===== src/rtl/fifo_arb_pkg.sv =====
// rtl/fifo_arb_pkg.sv - shared FSM state type and default sizing for the FIFO write arbiter
package fifo_arb_pkg;

    typedef enum logic {
        IDLE  = 1'b0,
        GRANT = 1'b1
    } arb_state_e;

    localparam int DEF_DATA_WIDTH = 32;
    localparam int DEF_NUM_REQ    = 4;
    localparam int DEF_BURST_MAX  = 4;

endpackage


===== src/rtl/fifo_rr_pick.sv =====
// rtl/fifo_rr_pick.sv - rotating-priority pick starting one past the last winner
module fifo_rr_pick
    import fifo_arb_pkg::*;
#(
    parameter int NUM_REQ = DEF_NUM_REQ,
    parameter int IW      = $clog2(NUM_REQ)
) (
    input  logic [NUM_REQ-1:0] req_i,
    input  logic [IW-1:0]      last_winner_i,
    output logic [IW-1:0]      winner_o,
    output logic               valid_o
);

    logic [IW-1:0] idx;

    // Walk from the farthest offset down so the nearest pending requester wins;
    // offset NUM_REQ is the last winner itself, so it only wins when alone.
    always_comb begin
        winner_o = '0;
        valid_o  = 1'b0;
        idx      = '0;
        for (int k = NUM_REQ; k >= 1; k--) begin
            idx = IW'((int'(last_winner_i) + k) % NUM_REQ);
            if (req_i[idx]) begin
                winner_o = idx;
                valid_o  = 1'b1;
            end
        end
    end

endmodule


===== src/rtl/fifo_wr_arbiter.sv =====
// rtl/fifo_wr_arbiter.sv - round-robin burst arbiter feeding one FIFO write port
module fifo_wr_arbiter
    import fifo_arb_pkg::*;
#(
    parameter int DATA_WIDTH = DEF_DATA_WIDTH,
    parameter int NUM_REQ    = DEF_NUM_REQ,
    parameter int BURST_MAX  = DEF_BURST_MAX
) (
    input  logic                          clk,
    input  logic                          reset_n,
    input  logic [NUM_REQ-1:0]            req,
    input  logic [NUM_REQ*DATA_WIDTH-1:0] req_data,
    input  logic [NUM_REQ-1:0]            req_last,
    output logic [NUM_REQ-1:0]            ack,
    output logic                          fifo_wr_en,
    output logic [DATA_WIDTH-1:0]         fifo_data,
    input  logic                          fifo_full,
    output logic [$clog2(NUM_REQ)-1:0]    grant_id,
    output logic                          busy
);

    localparam int IW = $clog2(NUM_REQ);

    arb_state_e    state_q, state_d;
    logic [IW-1:0] grant_q, grant_d;
    logic [IW-1:0] last_q, last_d;
    logic [3:0]    beat_q, beat_d;

    logic [IW-1:0] pick_base, pick_id;
    logic          pick_valid;
    logic          gnt_req, accept, rel;
    logic [4:0]    beat_inc;

    always_ff @(posedge clk or negedge reset_n) begin
        if (!reset_n) begin
            state_q <= IDLE;
            grant_q <= '0;
            last_q  <= IW'(NUM_REQ - 1);
            beat_q  <= '0;
        end else begin
            state_q <= state_d;
            grant_q <= grant_d;
            last_q  <= last_d;
            beat_q  <= beat_d;
        end
    end

    // On release the search starts after the outgoing holder, which is the
    // last_winner value being written at that same edge.
    assign pick_base = (state_q == GRANT) ? grant_q : last_q;

    fifo_rr_pick #(
        .NUM_REQ (NUM_REQ),
        .IW      (IW)
    ) u_pick (
        .req_i         (req),
        .last_winner_i (pick_base),
        .winner_o      (pick_id),
        .valid_o       (pick_valid)
    );

    always_comb begin
        state_d    = state_q;
        grant_d    = grant_q;
        last_d     = last_q;
        beat_d     = beat_q;
        ack        = '0;
        fifo_wr_en = 1'b0;
        fifo_data  = '0;
        rel        = 1'b0;
        gnt_req    = req[grant_q];
        accept     = (state_q == GRANT) && gnt_req && !fifo_full;
        beat_inc   = {1'b0, beat_q} + 5'd1;

        if (accept) begin
            ack[grant_q] = 1'b1;
            fifo_wr_en   = 1'b1;
            fifo_data    = req_data[int'(grant_q)*DATA_WIDTH +: DATA_WIDTH];
        end

        case (state_q)
            IDLE: begin
                if (pick_valid) begin
                    state_d = GRANT;
                    grant_d = pick_id;
                    beat_d  = '0;
                end
            end
            GRANT: begin
                if (!gnt_req) begin
                    rel = 1'b1;
                end else if (accept) begin
                    if (req_last[grant_q] || (beat_inc == 5'(BURST_MAX))) begin
                        rel = 1'b1;
                    end else begin
                        beat_d = beat_inc[3:0];
                    end
                end

                if (rel) begin
                    last_d = grant_q;
                    beat_d = '0;
                    if (pick_valid) begin
                        grant_d = pick_id;
                    end else begin
                        state_d = IDLE;
                        grant_d = '0;
                    end
                end
            end
        endcase
    end

    assign grant_id = grant_q;
    assign busy     = (state_q == GRANT);

endmodule

===== config.mk =====
export PLATFORM = sky130hd
export DESIGN_NAME = fifo_wr_arbiter
export DESIGN_NICKNAME = d
export VERILOG_FILES = /design/src/rtl/fifo_arb_pkg.sv /design/src/rtl/fifo_rr_pick.sv /design/src/rtl/fifo_wr_arbiter.sv
export SDC_FILE = /design/constraint.sdc
export NUM_CORES = 1
export LEC_CHECK = 0
export ABC_AREA = 1
export BUFFER_PORTS_ARGS = -buffer_cell sky130_fd_sc_hd__clkbuf_2
export CAP_MARGIN = 20
export CORE_AREA = 4 4 79 81
export CTS_CLUSTER_DIAMETER = 60
export CTS_CLUSTER_SIZE = 10
export DETAILED_ROUTE_END_ITERATION = 8
export DIE_AREA = 0 0 83 85
export PLACE_DENSITY = 0.76
export REMOVE_ABC_BUFFERS = 1
export SYNTH_ARGS = -nofsm -noshare
export SYNTH_HDL_FRONTEND = slang
export SYNTH_HIERARCHICAL = 1
export SYNTH_SLANG_ARGS = --single-unit
export TNS_END_PERCENT = 30

===== constraint.sdc =====
create_clock -name clk -period 1.72 [get_ports clk]
set_input_delay 0.258 -clock clk [delete_from_list [all_inputs] [get_ports clk]]
set_output_delay 0.258 -clock clk [all_outputs]
set_load 0.03 [all_outputs]

==> results.json, run 1 <==
{
  "finalSetupViolCount": 44,
  "wirelength_um": 9730,
  "synth.distinct_cells": 30,
  "cts_root_buf": "clkbuf_8",
  "initial_core_util_pct": 32.4,
  "cap_violations": 0,
  "antenna_cells": 0,
  "clk_pin_slew_worst_paths_ps": 50,
  "drv_slew": 0,
  "area_delta_synth_final_pct": 108,
  "period_share_pct": 120,
  "drt-vias-per-instance": 5.11,
  "total_power_mw": 6.20,
  "irDropWorstVdd_v": 0.000800,
  "clock-sinks": 9,
  "ys_ff_latch": 9,
  "rsz0062_at_grt": "yes",
  "ys_seq_area_share_pct": 12.8,
  "path_class": "register to output port",
  "synth_edf_count": 0,
  "drt.antenna.violating_nets": 0,
  "ys_warn_count": 6,
  "coreArea_um2": 5470,
  "syn_avg_cell_area_um2": 6.18,
  "track_usage_pct": 23.4,
  "start_kind": "register",
  "grt_pass1_vias": 2874,
  "synthArstFlopShare_pct": 100,
  "routabilityCongestion": 0.881,
  "fin_skew_ps": 0.707,
  "die-area_um2": 7060,
  "numCtsBuffers": 3,
  "r2r-start": "grant_id[0]",
  "hpwl_um": 6740,
  "num_io_pins": 179,
  "critPathLaunch": "grant_id[1]",
  "portBuffers": 178,
  "final_cell_mix": "141 x clkbuf_2, 115 x nand2_1, 37 x buf_4, 22 x a22oi_1, 18 x nand3_1",
  "final_common_cell": "clkbuf_2",
  "netlist_instances": 287,
  "p_leak_nw": 1.82,
  "fmax_mhz": 485,
  "htreeDepth": 1,
  "max-slew-margin-rel_pct": 78.6,
  "clock_path_buffers": 2,
  "end_kind": "output port",
  "firstDrtPassIters": 5,
  "synthFlopType": "dfrtp_1",
  "cp_max_fo": 13,
  "num_rows": 27,
  "cp.required_ps": 1460,
  "grt_pass1_wl_um": 13800,
  "layoutNonFillerInstCount": 567,
  "hold_violations": 0,
  "routedWlPerCell_um": 17.2,
  "placed_cell_area_um2": 2930,
  "vias": 2897,
  "violations": "negative setup slack",
  "layout-drive-gt1-share_pct": 60.4,
  "tritoncts": "done",
  "dp_cells": 550,
  "antenna_found_initial": 0,
  "post-route-drc-count": 0,
  "postLayoutSetupSlackWorst_ps": -340,
  "worst_pin_slew_ps": 320,
  "cp.arrival_ps": 1800,
  "clock_latency_ps": 240,
  "grt.overflow.total": 0,
  "final_cell_area_um2": 3690,
  "fp.dieW_um": 83,
  "hold_class": "input pin to asynchronous set/reset pin",
  "drtIter0Drc": 148,
  "grt_max_degree": 33,
  "layout_min_cycle_time_ps": 2060,
  "synth_area_um2": 1770,
  "status": "finished with violations",
  "die_h_um": 85,
  "fin_nets": 636,
  "p_per_area_nw_per_um2": 1680
}
==> through the flow <==
step / hold WS, ps / worst slack [ps] / util [%] / TNS (ps)
global route: 459 / -442 / 67.4 / -16100
global placement: 128 / -118 / 53.6 / -2430
detailed placement: 135 / -255 / 53.6 / -4520
finish: 417 / -340 / 67.4 / -11700
floorplan: -37.6 / -1060 / - / -42070
CTS: 421 / -305 / 61.1 / -10830
==> kinds of logic after synthesis <==
group,share of synthesized area [%]
flip-flops,12.8
buffers and inverters,11.6
XOR/XNOR,0.494
AND/OR/NAND/NOR,39.9
adder cells (fa/ha/maj),0.706
AO/OA/AOI/OAI,34.4
==> area by class of cell <==
cell class | instances | area (um^2)
clock buffers | 4 | 45.0
repair buffers | 222 | 1670
multi-input cells | 239 | 1570
flip-flops and latches | 9 | 230
fillers | 462 | 1790
inverters | 21 | 88.8
well taps | 72 | 90.1
==> worst max-delay path, stage by stage (launching register included) <==
cell and delay [ps]:
dfrtp_2 450, inv_2 80, buf_4 130, nand2_1 120, inv_4 80, clkbuf_16 180, a22oi_1 210, a31oi_2 130
clkbuf_8 180
==> what timing repair did <==
action	in CTS	in global routing
pin swaps	1	1
buffers inserted	4	2
gates resized for setup	72	66
hold buffers	1	0
cloned	0	6
hold endpoints to repair	7	0
endpoints found under the setup margin	44	46
==> power breakdown <==
| part | switching (mW) | internal [mW] | leakage (nW) | total, mW |
|---|---|---|---|---|
| Combinational | 3.09 | 2.44 | 1.69 | 5.53 |
| Clock | 0.0943 | 0.162 | 0.0228 | 0.257 |
| Sequential | 0.103 | 0.311 | 0.107 | 0.413 |
| Total | 3.29 | 2.92 | 1.82 | 6.20 |
==> registers in the layout, indices dropped and copies added, names as in the netlist <==
signal / cells
beat_q: 4
grant_id: 2
last_q: 2
busy: 1
==> final timing paths <==
kind                                     end  slack, ps  cells past startpoint
worst max-delay path            fifo_data[8]       -340                      8
worst min-delay path                    busy        420                      2
worst max register to register     beat_q[2]       -170                     12
min in group clk                   last_q[0]        470                      2
max in group asynchronous          last_q[0]       1040                      2
worst min register to register     last_q[0]        470                      2
==> cell usage after synthesis, types with 2 or more instances <==
library cell | n | share of area [%]
buf_2 | 8 | 2.3
buf_6 | 5 | 3.2
dfstp_2 | 2 | 3.0
nor2_1 | 9 | 1.9
inv_2 | 4 | 0.85
nand3_1 | 19 | 5.4
nor2_4 | 2 | 1.3
nand2_1 | 121 | 26
inv_1 | 16 | 3.4
nand2_2 | 7 | 2.5
a31oi_2 | 17 | 12
nor3_1 | 2 | 0.56
a22oi_1 | 32 | 14
dfrtp_1 | 7 | 9.9
o21ai_0 | 4 | 1.1
a31oi_1 | 15 | 5.3
clkbuf_1 | 4 | 0.85
==> routing by layer <==
metal | track usage [%] | wire length [um]
met1 | 28.4 | 3800
met2 | 41.3 | 4940
met3 | 5.15 | 807
met4 | 7.13 | 177
met5 | 0 | 0
(Power assumes the default switching activity.)
==> run 2, diff against run 1 <==
--- a/config.mk
+++ b/config.mk
@@ -6,14 +6,13 @@
 export NUM_CORES = 1
 export LEC_CHECK = 0
 export ABC_AREA = 1
-export BUFFER_PORTS_ARGS = -buffer_cell sky130_fd_sc_hd__clkbuf_2
 export CAP_MARGIN = 20
-export CORE_AREA = 4 4 79 81
+export CORE_AREA = 4 4 68 70
 export CTS_CLUSTER_DIAMETER = 60
 export CTS_CLUSTER_SIZE = 10
 export DETAILED_ROUTE_END_ITERATION = 8
-export DIE_AREA = 0 0 83 85
-export PLACE_DENSITY = 0.76
+export DIE_AREA = 0 0 72 74
+export DONT_BUFFER_PORTS = 1
 export REMOVE_ABC_BUFFERS = 1
 export SYNTH_ARGS = -nofsm -noshare
 export SYNTH_HDL_FRONTEND = slang
==> run 2 against run 1 <==
Effect of this change: the flow still finishes with violations (negative setup slack); register-to-register slack got worse by 140 ps; non-clock buffer count is 123 lower; largest power group unchanged; die area fell by 24%; clock-buffer cell count stayed put.
==> results.json, run 2 (synthesis gave the netlist of run 1 again) <==
{
  "vias": 2556,
  "cpMaxStageDelayCell": "dfrtp_1",
  "hold_class": "input pin to asynchronous set/reset pin",
  "fin_skew_ps": 0.529,
  "routedWlPerCell_um": 20.7,
  "p_seq_share_pct": 6.3,
  "numCtsBuffers": 3,
  "worstRegToRegCells": 13,
  "final_common_cell": "nand2_1",
  "tritoncts": "done",
  "fin_nets": 513,
  "path_cells": "buf_6 -> buf_4 -> nand2_1 -> inv_2 -> buf_12 -> a22oi_1 -> a31oi_4 -> buf_6",
  "routabilityCongestion": 0.866,
  "postLayoutSetupSlackWorst_ps": -453,
  "irDropWorstVdd_v": 0.00118,
  "antenna_found_initial": 0,
  "drv_slew": 0,
  "r2r-end": "beat_q[1]",
  "worst_pin_slew_ps": 462,
  "coreArea_um2": 3970,
  "crit_cells": 8,
  "final_cell_area_um2": 3130,
  "wirelength_um": 8740,
  "start_kind": "register",
  "p_leak_nw": 1.30,
  "critPathLaunch": "grant_id[0]",
  "drt.antenna.violating_nets": 0,
  "max_stage_delay_ps": 410,
  "crit_end": "fifo_data[31]",
  "cts_root_buf": "clkbuf_8",
  "initial_core_util_pct": 44.6,
  "area_delta_synth_final_pct": 76.5,
  "track_usage_pct": 26.5,
  "dp_cells": 398,
  "rsz0062_at_grt": "yes",
  "portBuffers": 0,
  "grt_pass1_vias": 2343,
  "finalCoreUtilization_pct": 78.8,
  "p_comb_share_pct": 89.7,
  "period_share_pct": 126,
  "cp.required_ps": 1460,
  "placed_cell_area_um2": 2370,
  "layout-drive-gt1-share_pct": 47.0,
  "cp.arrival_ps": 1920,
  "hpwl_um": 5950,
  "top_register": "beat_q",
  "layout_min_cycle_time_ps": 2170,
  "violations": "negative setup slack",
  "num_rows": 23,
  "fp.dieW_um": 72,
  "grt_max_degree": 25,
  "worst-path-buf-inv": 5,
  "end_kind": "output port",
  "die_h_um": 74,
  "num_io_pins": 179,
  "r2r-start": "grant_id[0]",
  "final_cell_mix": "116 x nand2_1, 52 x buf_4, 39 x buf_6, 31 x a22oi_1, 23 x a31oi_4",
  "holdWs_ps": 409,
  "firstDrtPassIters": 6,
  "max-slew-margin-rel_pct": 69.1,
  "p_sw_share_pct": 53.9,
  "antenna_cells": 0,
  "critPathTopFamily": "buffers and inverters",
  "hold_violations": 0,
  "clock_latency_ps": 240,
  "layoutNonFillerInstCount": 422,
  "p_per_area_nw_per_um2": 2050,
  "cp_common_cell": "buf_6",
  "clk_pin_slew_worst_paths_ps": 50,
  "power.switching_mw": 3.45,
  "clock_path_buffers": 2,
  "cap_violations": 0,
  "htreeDepth": 1,
  "pwr-share-clk_pct": 4.0,
  "cp_max_fo": 24,
  "drt-vias-per-instance": 6.06,
  "drtIter0Drc": 314,
  "p_int_mw": 2.96,
  "total_power_mw": 6.41,
  "fillers": 271,
  "rrSetupSlack_ps": -310,
  "largest_reg_flops": 4,
  "path_class": "register to output port",
  "status": "finished with violations",
  "grt.overflow.total": 0,
  "fmax_mhz": 460,
  "grt_pass1_wl_um": 11200,
  "finalSetupViolCount": 46,
  "post-route-drc-count": 0,
  "clock-sinks": 9,
  "die-area_um2": 5330
}
## run 2: how the worst min path moves through the flow
stage | from | slack (ps) | endpoint | depth (start not counted)
2_1_floorplan | reset_n | -40 | beat_q[0] | 0
3_3_place_gp | reset_n | -40 | grant_id[0] | 0
3_5_place_dp | reset_n | -40 | busy | 0
4_1_cts | reset_n | 400 | beat_q[0] | 1
5_1_grt | reset_n | 430 | busy | 1
6_report | reset_n | 410 | busy | 1
## run 2: routing by layer
layer / routed length (um) / vias up / global-route usage (%)
met5: 0 / - / 0
met4: 275 / 0 / 8.14
met3: 754 / 36 / 7.43
met2: 4460 / 170 / 43.6
met1: 3240 / 1195 / 33.8
li1: - / 1155 / -
## run 2: power by group through the flow
stage               clock network [mW]  registers [mW]  logic, mW
global placement                     0           0.383       4.18
global route                     0.271           0.408       6.14
detailed placement                   0           0.387       4.22
finish                           0.257           0.402       5.75
floorplan                            0           0.469       2.48
CTS                              0.256           0.390       4.83
## run 2: what timing repair did
item,4_1_cts,5_1_grt
cloned,1,1
resized for setup,43,58
endpoints found under the hold margin,9,0
buffers inserted,12,8
pin swaps,0,7
hold buffers,1,0
setup endpoints to repair,44,46
## run 2: metrics by stage
step                TNS, ps  setup WS (ps)
CTS                  -14150           -357
detailed placement    -4030           -128
finish               -17120           -453
floorplan            -42070          -1060
global route         -20050           -496
global placement      -3300           -103
## run 2: area by class of cell
| class | instances | area, um^2 | share of cell area, % |
|---|---|---|---|
| Multi-Input combinational cell | 239 | 1710 | 54.7 |
| Timing Repair Buffer | 99 | 992 | 31.7 |
| Clock buffer | 4 | 45.0 | 1.44 |
| Sequential cell | 9 | 229 | 7.32 |
| Inverter | 21 | 88.8 | 2.84 |
| Tap cell | 50 | 62.6 | 2.00 |
==> run 3, diff against run 2 <==
==> constraint.sdc (replaced) <==
create_clock -name clk -period 2 [get_ports clk]
set_input_delay 0.1 -clock clk [delete_from_list [all_inputs] [get_ports clk]]
set_output_delay 0.1 -clock clk [all_outputs]
set_load 0.03 [all_outputs]
==> run 3 against run 2 <==
Effect of this change: the run now ends clean; final cell count fell by 8.5%; critical path depth rose by 2; combinational power fell by 35%; non-clock buffer count fell by 37; utilization fell by 17 points; sequential share of layout area rose by 1.9 points; critical endpoint is now fifo_data[19]; clock skew rose by 1.9 ps; sequential power fell by 16%; cell area fell by 21%; flip-flop and latch count did not move; setup slack improved by 520 ps; worst hold slack got worse by 170 ps.
==> results.json, run 3 (synthesis gave the netlist of run 1 again) <==
{
  "max-slew-margin-rel_pct": 72.1,
  "holdWs_ps": 238,
  "final_cell_area_um2": 2470,
  "fin_skew_ps": 2.46,
  "grt_pass1_vias": 2084,
  "hold_class": "input pin to asynchronous set/reset pin",
  "wirelength_um": 7190,
  "layout-drive-gt1-share_pct": 35.1,
  "largest_reg_flops": 4,
  "clk_pin_slew_worst_paths_ps": 50,
  "fin_tns_setup_ps": 0,
  "tritoncts": "done",
  "cap_violations": 0,
  "worst_pin_slew_ps": 417,
  "p_per_area_nw_per_um2": 1730,
  "die-area_um2": 5330,
  "cts_root_buf": "clkbuf_8",
  "num_io_pins": 179,
  "dp_cells": 371,
  "antenna_found_initial": 0,
  "period_share_pct": 96.7,
  "cp_max_fo": 6,
  "layoutNonFillerInstCount": 386,
  "end_kind": "output port",
  "numCtsBuffers": 3,
  "clock_latency_ps": 230,
  "fp.dieW_um": 72,
  "start_kind": "register",
  "fin_nets": 477,
  "routedWlPerCell_um": 18.6,
  "finalCoreUtilization_pct": 62.2,
  "finalSetupViolCount": 0,
  "cp.arrival_ps": 1830,
  "htreeDepth": 1,
  "antenna_cells": 0,
  "layout_min_cycle_time_ps": 1930,
  "final_cell_mix": "121 x nand2_1, 44 x buf_4, 32 x a22oi_1, 19 x nand3_1, 18 x a31oi_2",
  "drt-vias-per-instance": 5.80,
  "routabilityCongestion": 0.818,
  "critPathTopFamily": "simple AND/OR/NAND/NOR gates",
  "grt_max_degree": 34,
  "initial_core_util_pct": 44.6,
  "cp.required_ps": 1900,
  "cpMaxStageDelayCell": "dfrtp_1",
  "fillers": 367,
  "critPathLaunch": "grant_id[0]",
  "drt.antenna.violating_nets": 0,
  "path_class": "register to output port",
  "grt.overflow.total": 0,
  "max_stage_delay_ps": 390,
  "fmax_mhz": 517,
  "path_cells": "buf_6 -> nor2_4 -> nand2_1 -> nand2_1 -> nor2_1 -> nor2_4 -> buf_4 -> nand2_2 -> a31oi_2 -> buf_4",
  "hold_violations": 0,
  "area_delta_synth_final_pct": 39.4,
  "postLayoutSetupSlackWorst_ps": 66.7,
  "clock-sinks": 9,
  "drv_slew": 0,
  "placed_cell_area_um2": 2160,
  "place_ws_ps": 133,
  "final_common_cell": "nand2_1",
  "worst-path-buf-inv": 3,
  "vias": 2239,
  "num_rows": 23,
  "r2r-start": "last_q[0]",
  "rrSetupSlack_ps": 180,
  "p_leak_nw": 1.06,
  "coreArea_um2": 3970,
  "irDropWorstVdd_v": 0.000757,
  "clock_path_buffers": 2,
  "track_usage_pct": 24.5,
  "drtIter0Drc": 150,
  "portBuffers": 0,
  "grt_pass1_wl_um": 10300,
  "rsz0062_at_grt": "no",
  "total_power_mw": 4.27,
  "top_register": "beat_q",
  "post-route-drc-count": 0,
  "firstDrtPassIters": 5,
  "die_h_um": 74,
  "hpwl_um": 5530,
  "status": "finished, final reports clean"
}
-- run 3: cell count changes in the layout (fill, tap and decap cells not counted), sizes merged --
| cell | previous run | this run |
|---|---|---|
| buf | 97 | 61 |
| clkbuf | 5 | 4 |
| nand2 | 129 | 130 |
-- run 3: worst paths after layout --
path                                       to  cells past startpoint
min in group clk                         busy                      5
worst min-delay path                beat_q[1]                      1
worst min register to register      last_q[1]                      2
worst max-delay path            fifo_data[19]                     10
max in group asynchronous           last_q[1]                      1
worst max register to register      beat_q[3]                     12
-- run 3: where the power goes --
part | switching, mW | leakage [nW] | internal [mW]
Combinational | 2.28 | 0.931 | 1.43
Clock | 0.0734 | 0.0228 | 0.139
Sequential | 0.0743 | 0.108 | 0.265
Total | 2.43 | 1.06 | 1.83
-- run 3: what timing repair did --
| item | CTS | global route |
|---|---|---|
| hold endpoints to repair | 9 | 0 |
| buffers inserted | 5 | 4 |
| pin swaps | 2 | 2 |
| setup endpoints to repair | 31 | 36 |
| gates cloned | 1 | 0 |
| hold buffers | 1 | 0 |
| resized for setup | 19 | 13 |
-- run 3: cell type report --
cell class	count	area (um^2)	area share, %
repair buffers	62	578	23.4
multi-input cells	240	1470	59.4
clock buffers	4	45.0	1.82
inverters	21	88.8	3.59
flip-flops and latches	9	229	9.27
well taps	50	62.6	2.53
-- run 3: per-layer routing --
metal  global-route usage [%]  share of wire, %  vias up
met5                        0                 0        -
met4                     4.18              0.97        0
met3                     5.68               7.5        8
met2                     40.1                51      105
met1                     33.4                41     1039
li1                         -                 -     1087
-- run 3: worst reg2reg max path, cell delays in order (launching register included) --
cell,delay (ps)
dfstp_2,520
nand2_1,40
o21ai_0,60
buf_4,210
nand2_1,90
nand2_1,90
and2_4,140
nand2_1,90
nor2_2,130
o21bai_4,160
inv_2,60
nand3_1,70
nand2_1,50
